==> src/rtl/if_prefetch_unit.sv <==
// Instruction prefetch stage: runs a fetch PC ahead of decode, issues
// sequential instruction-memory requests and buffers {PC, instruction}
// pairs in a DEPTH-entry FIFO. Exception/branch redirects flush the FIFO
// and restart fetch at the (word-aligned) target after one dead cycle.
module if_prefetch_unit #(
    parameter int unsigned       WIDTH    = 64,
    parameter int unsigned       INST_W   = 32,
    parameter int unsigned       DEPTH    = 4,
    parameter logic [WIDTH-1:0]  RESET_PC = '0
) (
    input  logic                         p_clk,
    input  logic                         p_rst_l,
    input  logic [WIDTH-1:0]             p_IF_ExceptionAddress,
    input  logic                         p_IF_ExceptionSrc,
    input  logic [WIDTH-1:0]             p_IF_BranchAddress,
    input  logic                         p_IF_PCSrc,
    input  logic [INST_W-1:0]            p_IF_INST_MemDataIn,
    input  logic                         p_IF_INST_MemWait,
    output logic [WIDTH-1:0]             p_IF_INST_MemAddress,
    output logic                         p_IF_INST_MemRead,
    input  logic                         p_IF_Ready,
    output logic                         p_IF_Valid,
    output logic [INST_W-1:0]            p_IF_Instruction,
    output logic [WIDTH-1:0]             p_IF_PC_Counter,
    output logic                         p_IF_Stall,
    output logic [$clog2(DEPTH+1)-1:0]   p_IF_Count
);

    localparam int unsigned CW = $clog2(DEPTH + 1);
    localparam int unsigned PW = (DEPTH > 1) ? $clog2(DEPTH) : 1;
    localparam logic [CW-1:0] FULL = CW'(DEPTH);
    localparam logic [PW-1:0] LAST = PW'(DEPTH - 1);

    typedef enum logic [1:0] {
        BOOT  = 2'd0,
        RUN   = 2'd1,
        REDIR = 2'd2
    } state_t;

    state_t            state;
    state_t            state_next;

    logic [WIDTH-1:0]  fetch_pc;
    logic [CW-1:0]     count;
    logic [PW-1:0]     wptr;
    logic [PW-1:0]     rptr;
    logic              redirect_pending;

    logic [WIDTH-1:0]  pc_mem   [DEPTH];
    logic [INST_W-1:0] inst_mem [DEPTH];

    logic              redirect_in;
    logic [WIDTH-1:0]  target;
    logic              mem_read;
    logic              accept;
    logic              pop;
    logic              valid;

    assign redirect_in = p_IF_ExceptionSrc | p_IF_PCSrc;
    assign target      = (p_IF_ExceptionSrc ? p_IF_ExceptionAddress : p_IF_BranchAddress)
                         & ~WIDTH'(3);
    assign valid       = (count != '0);
    assign pop         = valid & p_IF_Ready;

    // Debug FSM state register
    always_ff @(posedge p_clk or negedge p_rst_l) begin
        if (!p_rst_l) begin
            state <= BOOT;
        end else begin
            state <= state_next;
        end
    end

    // FSM next state plus request gating; full check uses registered count only
    always_comb begin
        state_next = state;
        mem_read   = 1'b0;
        accept     = 1'b0;
        case (state)
            BOOT:    state_next = RUN;
            RUN:     if (redirect_in) state_next = REDIR;
            REDIR:   if (!redirect_in) state_next = RUN;
            default: state_next = BOOT;
        endcase
        mem_read = p_rst_l & (state != BOOT) & ~redirect_pending & ~redirect_in
                   & (count < FULL);
        accept   = mem_read & ~p_IF_INST_MemWait;
    end

    // Fetch PC, FIFO pointers, occupancy and redirect bookkeeping
    always_ff @(posedge p_clk or negedge p_rst_l) begin
        if (!p_rst_l) begin
            fetch_pc         <= RESET_PC;
            count            <= '0;
            wptr             <= '0;
            rptr             <= '0;
            redirect_pending <= 1'b0;
        end else begin
            redirect_pending <= redirect_in;
            if (redirect_in) begin
                fetch_pc <= target;
                count    <= '0;
                wptr     <= '0;
                rptr     <= '0;
            end else begin
                if (accept) begin
                    fetch_pc <= fetch_pc + WIDTH'(4);
                    wptr     <= (wptr == LAST) ? '0 : wptr + PW'(1);
                end
                if (pop) begin
                    rptr <= (rptr == LAST) ? '0 : rptr + PW'(1);
                end
                count <= count + CW'(accept) - CW'(pop);
            end
        end
    end

    // FIFO storage; contents are only observed through the valid-gated head
    always_ff @(posedge p_clk) begin
        if (accept) begin
            pc_mem[wptr]   <= fetch_pc;
            inst_mem[wptr] <= p_IF_INST_MemDataIn;
        end
    end

    // Output drive; head fields read as zero whenever the FIFO is empty
    always_comb begin
        p_IF_INST_MemAddress = fetch_pc;
        p_IF_INST_MemRead    = mem_read;
        p_IF_Valid           = valid;
        p_IF_Stall           = ~valid;
        p_IF_Count           = count;
        p_IF_Instruction     = valid ? inst_mem[rptr] : '0;
        p_IF_PC_Counter      = valid ? pc_mem[rptr]   : '0;
    end

endmodule

==> config.mk <==
export PLATFORM = sky130hd
export DESIGN_NAME = if_prefetch_unit
export DESIGN_NICKNAME = d
export VERILOG_FILES = /design/src/rtl/if_prefetch_unit.sv
export SDC_FILE = /design/constraint.sdc
export NUM_CORES = 1
export LEC_CHECK = 0
export ABC_AREA = 1
export CORE_ASPECT_RATIO = 0.5
export CORE_MARGIN = 10
export CORE_UTILIZATION = 54
export CTS_CLUSTER_DIAMETER = 200
export DETAILED_ROUTE_END_ITERATION = 8
export PLACE_DENSITY = 0.81
export RECOVER_POWER = 25
export SLEW_MARGIN = 20
export SYNTH_ARGS = -nofsm -noshare
export SYNTH_HDL_FRONTEND = slang
export SYNTH_SLANG_ARGS = --single-unit
==> constraint.sdc <==
create_clock -name p_clk -period 7.1 [get_ports p_clk]
set_input_delay 1.42 -clock p_clk [delete_from_list [all_inputs] [get_ports p_clk]]
set_output_delay 1.42 -clock p_clk [all_outputs]
set_load 0.05 [all_outputs]
==> flow_summary.toml, run 1 <==
[logic_synthesis]
synth.top_cell.area_share_pct = 55.16
syn-mean-instance-area_sq_um = 9.521
post_synth_inst_count = 2150
ys_ff_latch = 448
seq_area_frac_synth_pct = 63.96
netlist-cell-type-count = 35
synth_warnings = 0
top_post_synthesis_cells_by_area = "sky130_fd_sc_hd__edfxtp_1, sky130_fd_sc_hd__nor2_1, sky130_fd_sc_hd__dfrtp_1"
post_synth_instance_area_sq_um = 20470
yosysTopAreaCell = "sky130_fd_sc_hd__edfxtp_1"

[sta]
share_of_the_clock_period_used_by_the_worst_path_pct = 74.31
setup_tns_ns = 0
setup_viol = 0
maxSlewViolCount = 25
finalHoldViolations = 0
timing.clock.skew_ns = 0.02323
rsz0062_at_grt = "no"
holdWs_ns = 0.5476
max_slew.worst_pin.slew_ns = 1.541
timing.final.ws_setup_ns = 1.824
achievable-frequency_mhz = 189.5
slew_headroom_pct = -2.721
finalCriticalPeriod_ns = 5.276

[detailed_routing]
route.vias.total = 16500
ant_nets = 0
detailedRoute.firstPassIterationCount = 6
totalWireLength_um = 59010
avgViaCountPerCell = 5.600
number_of_design_rule_violations_left_by_the_first_detailed_router_iteration = 1827
post_detailed_route_drc_marker_count = 0
routedWlPerCell_um = 20.02

[die]
ios = 332
fp.dieW_um = 295.4
fp.dieArea_sq_um = 46570
chipHeight_um = 157.7
start_util_pct = 54.72
std_cell_rows = 50
core_sq_um = 37410

[finish]
seqCellArea_sq_um = 13100
layout.filler_cells = 2799
most_common_library_cell_in_the_layout_ignoring_fill_and_taps = "sky130_fd_sc_hd__nor2_1"
layout.cells.most_common_list = "sky130_fd_sc_hd__nor2_1, sky130_fd_sc_hd__edfxtp_1, sky130_fd_sc_hd__clkdlybuf4s50_1"
final_nets = 2597
layout-drive-gt1-share_pct = 3.914
final_util_pct = 67.78
multi_input_gate_area_in_the_final_layout_sq_um = 6636
post_layout_nonfiller_instances = 2947
area_growth_syn_to_layout_pct = 23.87
antenna_cells = 0

[grt]
pin_count_of_the_biggest_net_entering_global_routing = 97
grt_pass1_vias = 15640
grt.total_usage_pct = 24.64
globalRouteOverflowTotal = 0
grt_pass1_wl_um = 89000
number_of_antenna_violations_at_the_first_check_in_global_routing = 0

[setup_path]
cp_cell_sequence = "clkbuf_1, nand3b_1, nor3_4, clkdlybuf4s50_1"
worst_setup_path_end_kind = "output pin"
critical_path_peak_fanout = 24
cp_startpoint_kind = "primary input"
rrSetupSlack_ns = 3.52
crit_path_max_incr_delay_ns = 1.09
reg2reg_from = "p_IF_Count[2]"
crit_slowest_cell = "sky130_fd_sc_hd__clkbuf_1"
crit-reg2reg-capture = "p_IF_Count[2]"
worst_reg2reg_path_depth = 14
required_ns = 5.68
timing.setup.critical_path_class = "in -> out"
cp.arrival_ns = 3.86

[run_status]
outcome = "finished, violations left"
violations_in_the_final_reports = "max-capacitance violations, max-slew violations"

[power_and_ir_drop]
power.static_leakage_nw = 9.080
vdd_drop_max_v = 0.0001696
powerDensity_nw_per_um2 = 240.1

[min_path]
timing.hold.worst_path_depth = 3
worstHoldStart = "state[1]"
hold_ep = "state[1]"
hold_class = "reg -> reg"

[clock_network]
cts-root-to-sink-buffers = 3
cts_tree = "done"
post_cts_resized = 0
htreeDepth = 2
cts-buffers-inserted = 40
buffers_inserted_by_post_cts_timing_repair = 0
cts.sink_count = 448
clk_pin_slew_worst_paths_ns = 0.06
cts_hold_buf = 0
ctsRootBufferMaster = "sky130_fd_sc_hd__clkbuf_16"
clock_insertion_delay_worst_skew_ns = 0.56

[placement]
buffer_ports.inserted = 323
total_instance_count_after_detailed_placement = 2874
hpwl_after_dpl_um = 38400
gp_routability_congestion = 0.9906
post-place-ws_ns = 2.132

[job]
max_cap_viol_count = 1
## state kept, by name (all words and copies together), names as in the netlist
| signal | count |
|---|---|
| state | 2 |
| wptr | 2 |
| redirect_pending | 1 |
| p_IF_INST_MemAddress | 62 |
| pc_mem | 248 |
| rptr | 2 |
| p_IF_Count | 3 |
| inst_mem | 128 |
## layer usage
layer	up-vias	track usage, %	share of wire, %
li1	7797	-	-
met4	0	8.662	3.2
met2	689	43.82	51
met5	-	0	0
met3	133	3.733	7.0
met1	7883	30.41	38
## report_power, final
| group | switching [mW] | internal [mW] |
|---|---|---|
| clock network | 0.949 | 1.23 |
| registers | 0.170 | 2.94 |
| logic | 0.511 | 0.281 |
| total | 1.63 | 4.46 |
## cells by family (layout without fill, tap and decap cells)
logic type	Yosys count	count (layout)	synth area share [%]
buffers and inverters	192	492	3.863
adders and majority gates	9	9	0.5868
xor gates and xnor gates	17	17	0.7273
DFF	448	448	63.96
other	1	4	0.01832
and+or+nand+nor	1037	1037	19.78
AOI/OAI and AO/OA	446	446	11.06
## cell type report
type,count,share of cell area (%)
Clock buffer,52,4.293
Tap cell,494,2.437
Sequential cell,448,51.66
Clock inverter,21,0.8536
Inverter,76,1.140
Timing Repair Buffer,343,13.45
Multi-Input combinational cell,1513,26.17
## metrics by stage
| stage | power (mW) | cell area (sq um) |
|---|---|---|
| 2_1_floorplan | 3.584 | 20480 |
| 3_3_place_gp | 3.937 | 24060 |
| 3_5_place_dp | 3.955 | 24060 |
| 4_1_cts | 6.108 | 25360 |
| 5_1_grt | 6.305 | 25360 |
| 6_report | 6.089 | 25360 |
## cells in the mapped netlist
cell                       count
sky130_fd_sc_hd__nor2_1      680
sky130_fd_sc_hd__edfxtp_1    376
sky130_fd_sc_hd__nand2_1     284
sky130_fd_sc_hd__o21ai_0     216
sky130_fd_sc_hd__a21oi_1     193
sky130_fd_sc_hd__clkbuf_1     79
sky130_fd_sc_hd__dfrtp_1      72
sky130_fd_sc_hd__inv_1        71
sky130_fd_sc_hd__nand3_1      42
sky130_fd_sc_hd__buf_1        18
sky130_fd_sc_hd__o21ai_1      18
sky130_fd_sc_hd__xnor2_1      12
sky130_fd_sc_hd__a31oi_1      10
sky130_fd_sc_hd__nand4_1      10
sky130_fd_sc_hd__buf_2         8
sky130_fd_sc_hd__ha_1          8
sky130_fd_sc_hd__buf_4         6
sky130_fd_sc_hd__buf_6         5
sky130_fd_sc_hd__nor3_1        5
sky130_fd_sc_hd__xor2_1        5
sky130_fd_sc_hd__inv_2         4
sky130_fd_sc_hd__nand3b_1      4
sky130_fd_sc_hd__o21bai_1      4
sky130_fd_sc_hd__and2_1        3
sky130_fd_sc_hd__o211ai_1      3
sky130_fd_sc_hd__or2_2         3
sky130_fd_sc_hd__nand2_2       2
sky130_fd_sc_hd__o22ai_1       2
sky130_fd_sc_hd__and3_1        1
sky130_fd_sc_hd__clkinv_1      1
sky130_fd_sc_hd__conb_1        1
sky130_fd_sc_hd__fa_1          1
sky130_fd_sc_hd__nor2_4        1
sky130_fd_sc_hd__nor2_8        1
sky130_fd_sc_hd__nor3_4        1
## worst max-delay path by stage
stage               start                   to  slack (ns)  cells after the start
4_1_cts           rptr[0]  p_IF_PC_Counter[34]        1.85                      5
3_5_place_dp   p_IF_PCSrc    p_IF_INST_MemRead        2.13                      6
5_1_grt           p_rst_l    p_IF_INST_MemRead        1.59                      4
2_1_floorplan  p_IF_PCSrc       inst_mem[0][0]        0.08                      6
6_report          p_rst_l    p_IF_INST_MemRead        1.82                      4
3_3_place_gp   p_IF_PCSrc    p_IF_INST_MemRead        2.15                      6
## worst max-delay path: cells and delay by family
kind | cells | cell delay (ns)
buffers and inverters | 2 | 1.93
and+or+nand+nor | 2 | 0.49
No activity file was read; power rests on OpenSTA's default activity.
==> run 2, diff against run 1 <==
- clock period: 7.1 -> 5.05 ns (I/O delays scaled with it)
==> flow_summary.toml, run 2 (same netlist as run 1, synthesis figures left out) <==
[grt]
grt.total_usage_pct = 24.81
pin_count_of_the_biggest_net_entering_global_routing = 99
grt_pass1_vias = 15860
grt_pass1_wl_um = 90490
globalRouteOverflowTotal = 0
number_of_antenna_violations_at_the_first_check_in_global_routing = 0

[detailed_routing]
totalWireLength_um = 59250
ant_nets = 0
avgViaCountPerCell = 5.617
post_detailed_route_drc_marker_count = 0
routedWlPerCell_um = 20.08
number_of_design_rule_violations_left_by_the_first_detailed_router_iteration = 1792
route.vias.total = 16570
detailedRoute.firstPassIterationCount = 5

[finish]
final_nets = 2603
post_layout_nonfiller_instances = 2950
final_util_pct = 68.04
layout-drive-gt1-share_pct = 4.112
regMostFlops = "pc_mem"
layout.cells.most_common_list = "sky130_fd_sc_hd__nor2_1, sky130_fd_sc_hd__edfxtp_1, sky130_fd_sc_hd__clkdlybuf4s50_1"
area_growth_syn_to_layout_pct = 24.34
antenna_cells = 0
most_common_library_cell_in_the_layout_ignoring_fill_and_taps = "sky130_fd_sc_hd__nor2_1"
largest_register_ffs = 248

[clock_network]
post_cts_resized = 0
ctsRootBufferMaster = "sky130_fd_sc_hd__clkbuf_16"
cts-buffers-inserted = 40
cts_tree = "done"
clk_pin_slew_worst_paths_ns = 0.07
buffers_inserted_by_post_cts_timing_repair = 0
clock_insertion_delay_worst_skew_ns = 0.54
htreeDepth = 2
cts.sink_count = 448
cts_hold_buf = 0
cts-root-to-sink-buffers = 3

[power_and_ir_drop]
powerDensity_nw_per_um2 = 334.2
power.static_leakage_nw = 9.122
vdd_drop_max_v = 0.0002035

[sta]
setup_viol = 0
maxSlewViolCount = 32
rsz0062_at_grt = "no"
share_of_the_clock_period_used_by_the_worst_path_pct = 86.99
max_slew.worst_pin.slew_ns = 1.779
timing.clock.skew_ns = 0.01250
achievable-frequency_mhz = 227.6
finalHoldViolations = 0
finalCriticalPeriod_ns = 4.393
setup_tns_ns = 0
slew_headroom_pct = -18.58

[setup_path]
worst_reg2reg_path_depth = 14
required_ns = 4.04
worst_setup_path_end_kind = "output pin"
cp.arrival_ns = 3.38
cp_startpoint_kind = "flip-flop"
critical_path_peak_fanout = 72
timing.setup.critical_path_class = "reg -> out"

[job]
max_cap_viol_count = 1

[run_status]
outcome = "finished, violations left"
violations_in_the_final_reports = "max-capacitance violations, max-slew violations"

[die]
start_util_pct = 54.72
chipHeight_um = 157.7
core_sq_um = 37410
fp.dieArea_sq_um = 46570
fp.dieW_um = 295.4
ios = 332
std_cell_rows = 50

[min_path]
hold_class = "reg -> reg"
timing.hold.worst_path_depth = 3

[placement]
total_instance_count_after_detailed_placement = 2880
gp_routability_congestion = 0.9835
hpwl_after_dpl_um = 38700
buffer_ports.inserted = 323
run 2: metrics by stage:
stage,total power [mW],hold slack [ns],setup WS [ns],area [sq um]
3_3_place_gp,5.540,0.5220,1.251,24190
4_1_cts,8.526,0.4036,0.6438,25460
2_1_floorplan,5.039,0.5035,-1.557,20480
3_5_place_dp,5.568,0.5279,1.247,24190
5_1_grt,8.793,0.5679,0.4578,25450
6_report,8.507,0.5357,0.6572,25450
run 2: path summary, 6_finish.rpt:
path | slack, ns | endpoint | start
setup / recovery | 0.66 | p_IF_PC_Counter[18] | rptr[0]
hold / removal | 0.54 | state[1] | state[0]
setup reg to reg | 2.04 | p_IF_Count[2] | p_IF_Count[2]
hold reg to reg | 0.54 | state[1] | state[0]
max in group asynchronous | 2.63 | rptr[1] | p_rst_l
min in group asynchronous | 0.94 | p_IF_INST_MemAddress[39] | p_rst_l
run 2: worst max-delay path: stages, from the launching register on:
cell and delay (ns):
sky130_fd_sc_hd__dfrtp_4 0.62, sky130_fd_sc_hd__buf_4 0.68, sky130_fd_sc_hd__nor2_1 0.13, sky130_fd_sc_hd__nor2_1 0.16, sky130_fd_sc_hd__o21ai_0 0.11, sky130_fd_sc_hd__a21oi_1 0.23
sky130_fd_sc_hd__clkdlybuf4s50_1 0.87
run 2: layout make-up:
cell class | count | area, sq um
clock inverters | 19 | 176.4
clock buffers | 51 | 1095
inverters | 76 | 289.0
repair buffers | 349 | 3540
well taps | 494 | 618.1
flip-flops and latches | 448 | 13100
fillers | 2814 | 11960
multi-input cells | 1513 | 6636
run 2: power by group:
part | switching [mW] | internal (mW)
combinational | 0.725 | 0.401
sequential | 0.232 | 4.14
clock | 1.32 | 1.69
run 2: routing by layer:
| metal | global-route usage (%) | wire [um] | up-vias |
|---|---|---|---|
| li1 | - | - | 7808 |
| met1 | 31.28 | 23280 | 8006 |
| met2 | 44.06 | 30380 | 664 |
| met3 | 3.495 | 3993 | 91 |
| met4 | 7.652 | 1592 | 0 |
| met5 | 0 | 0 | - |
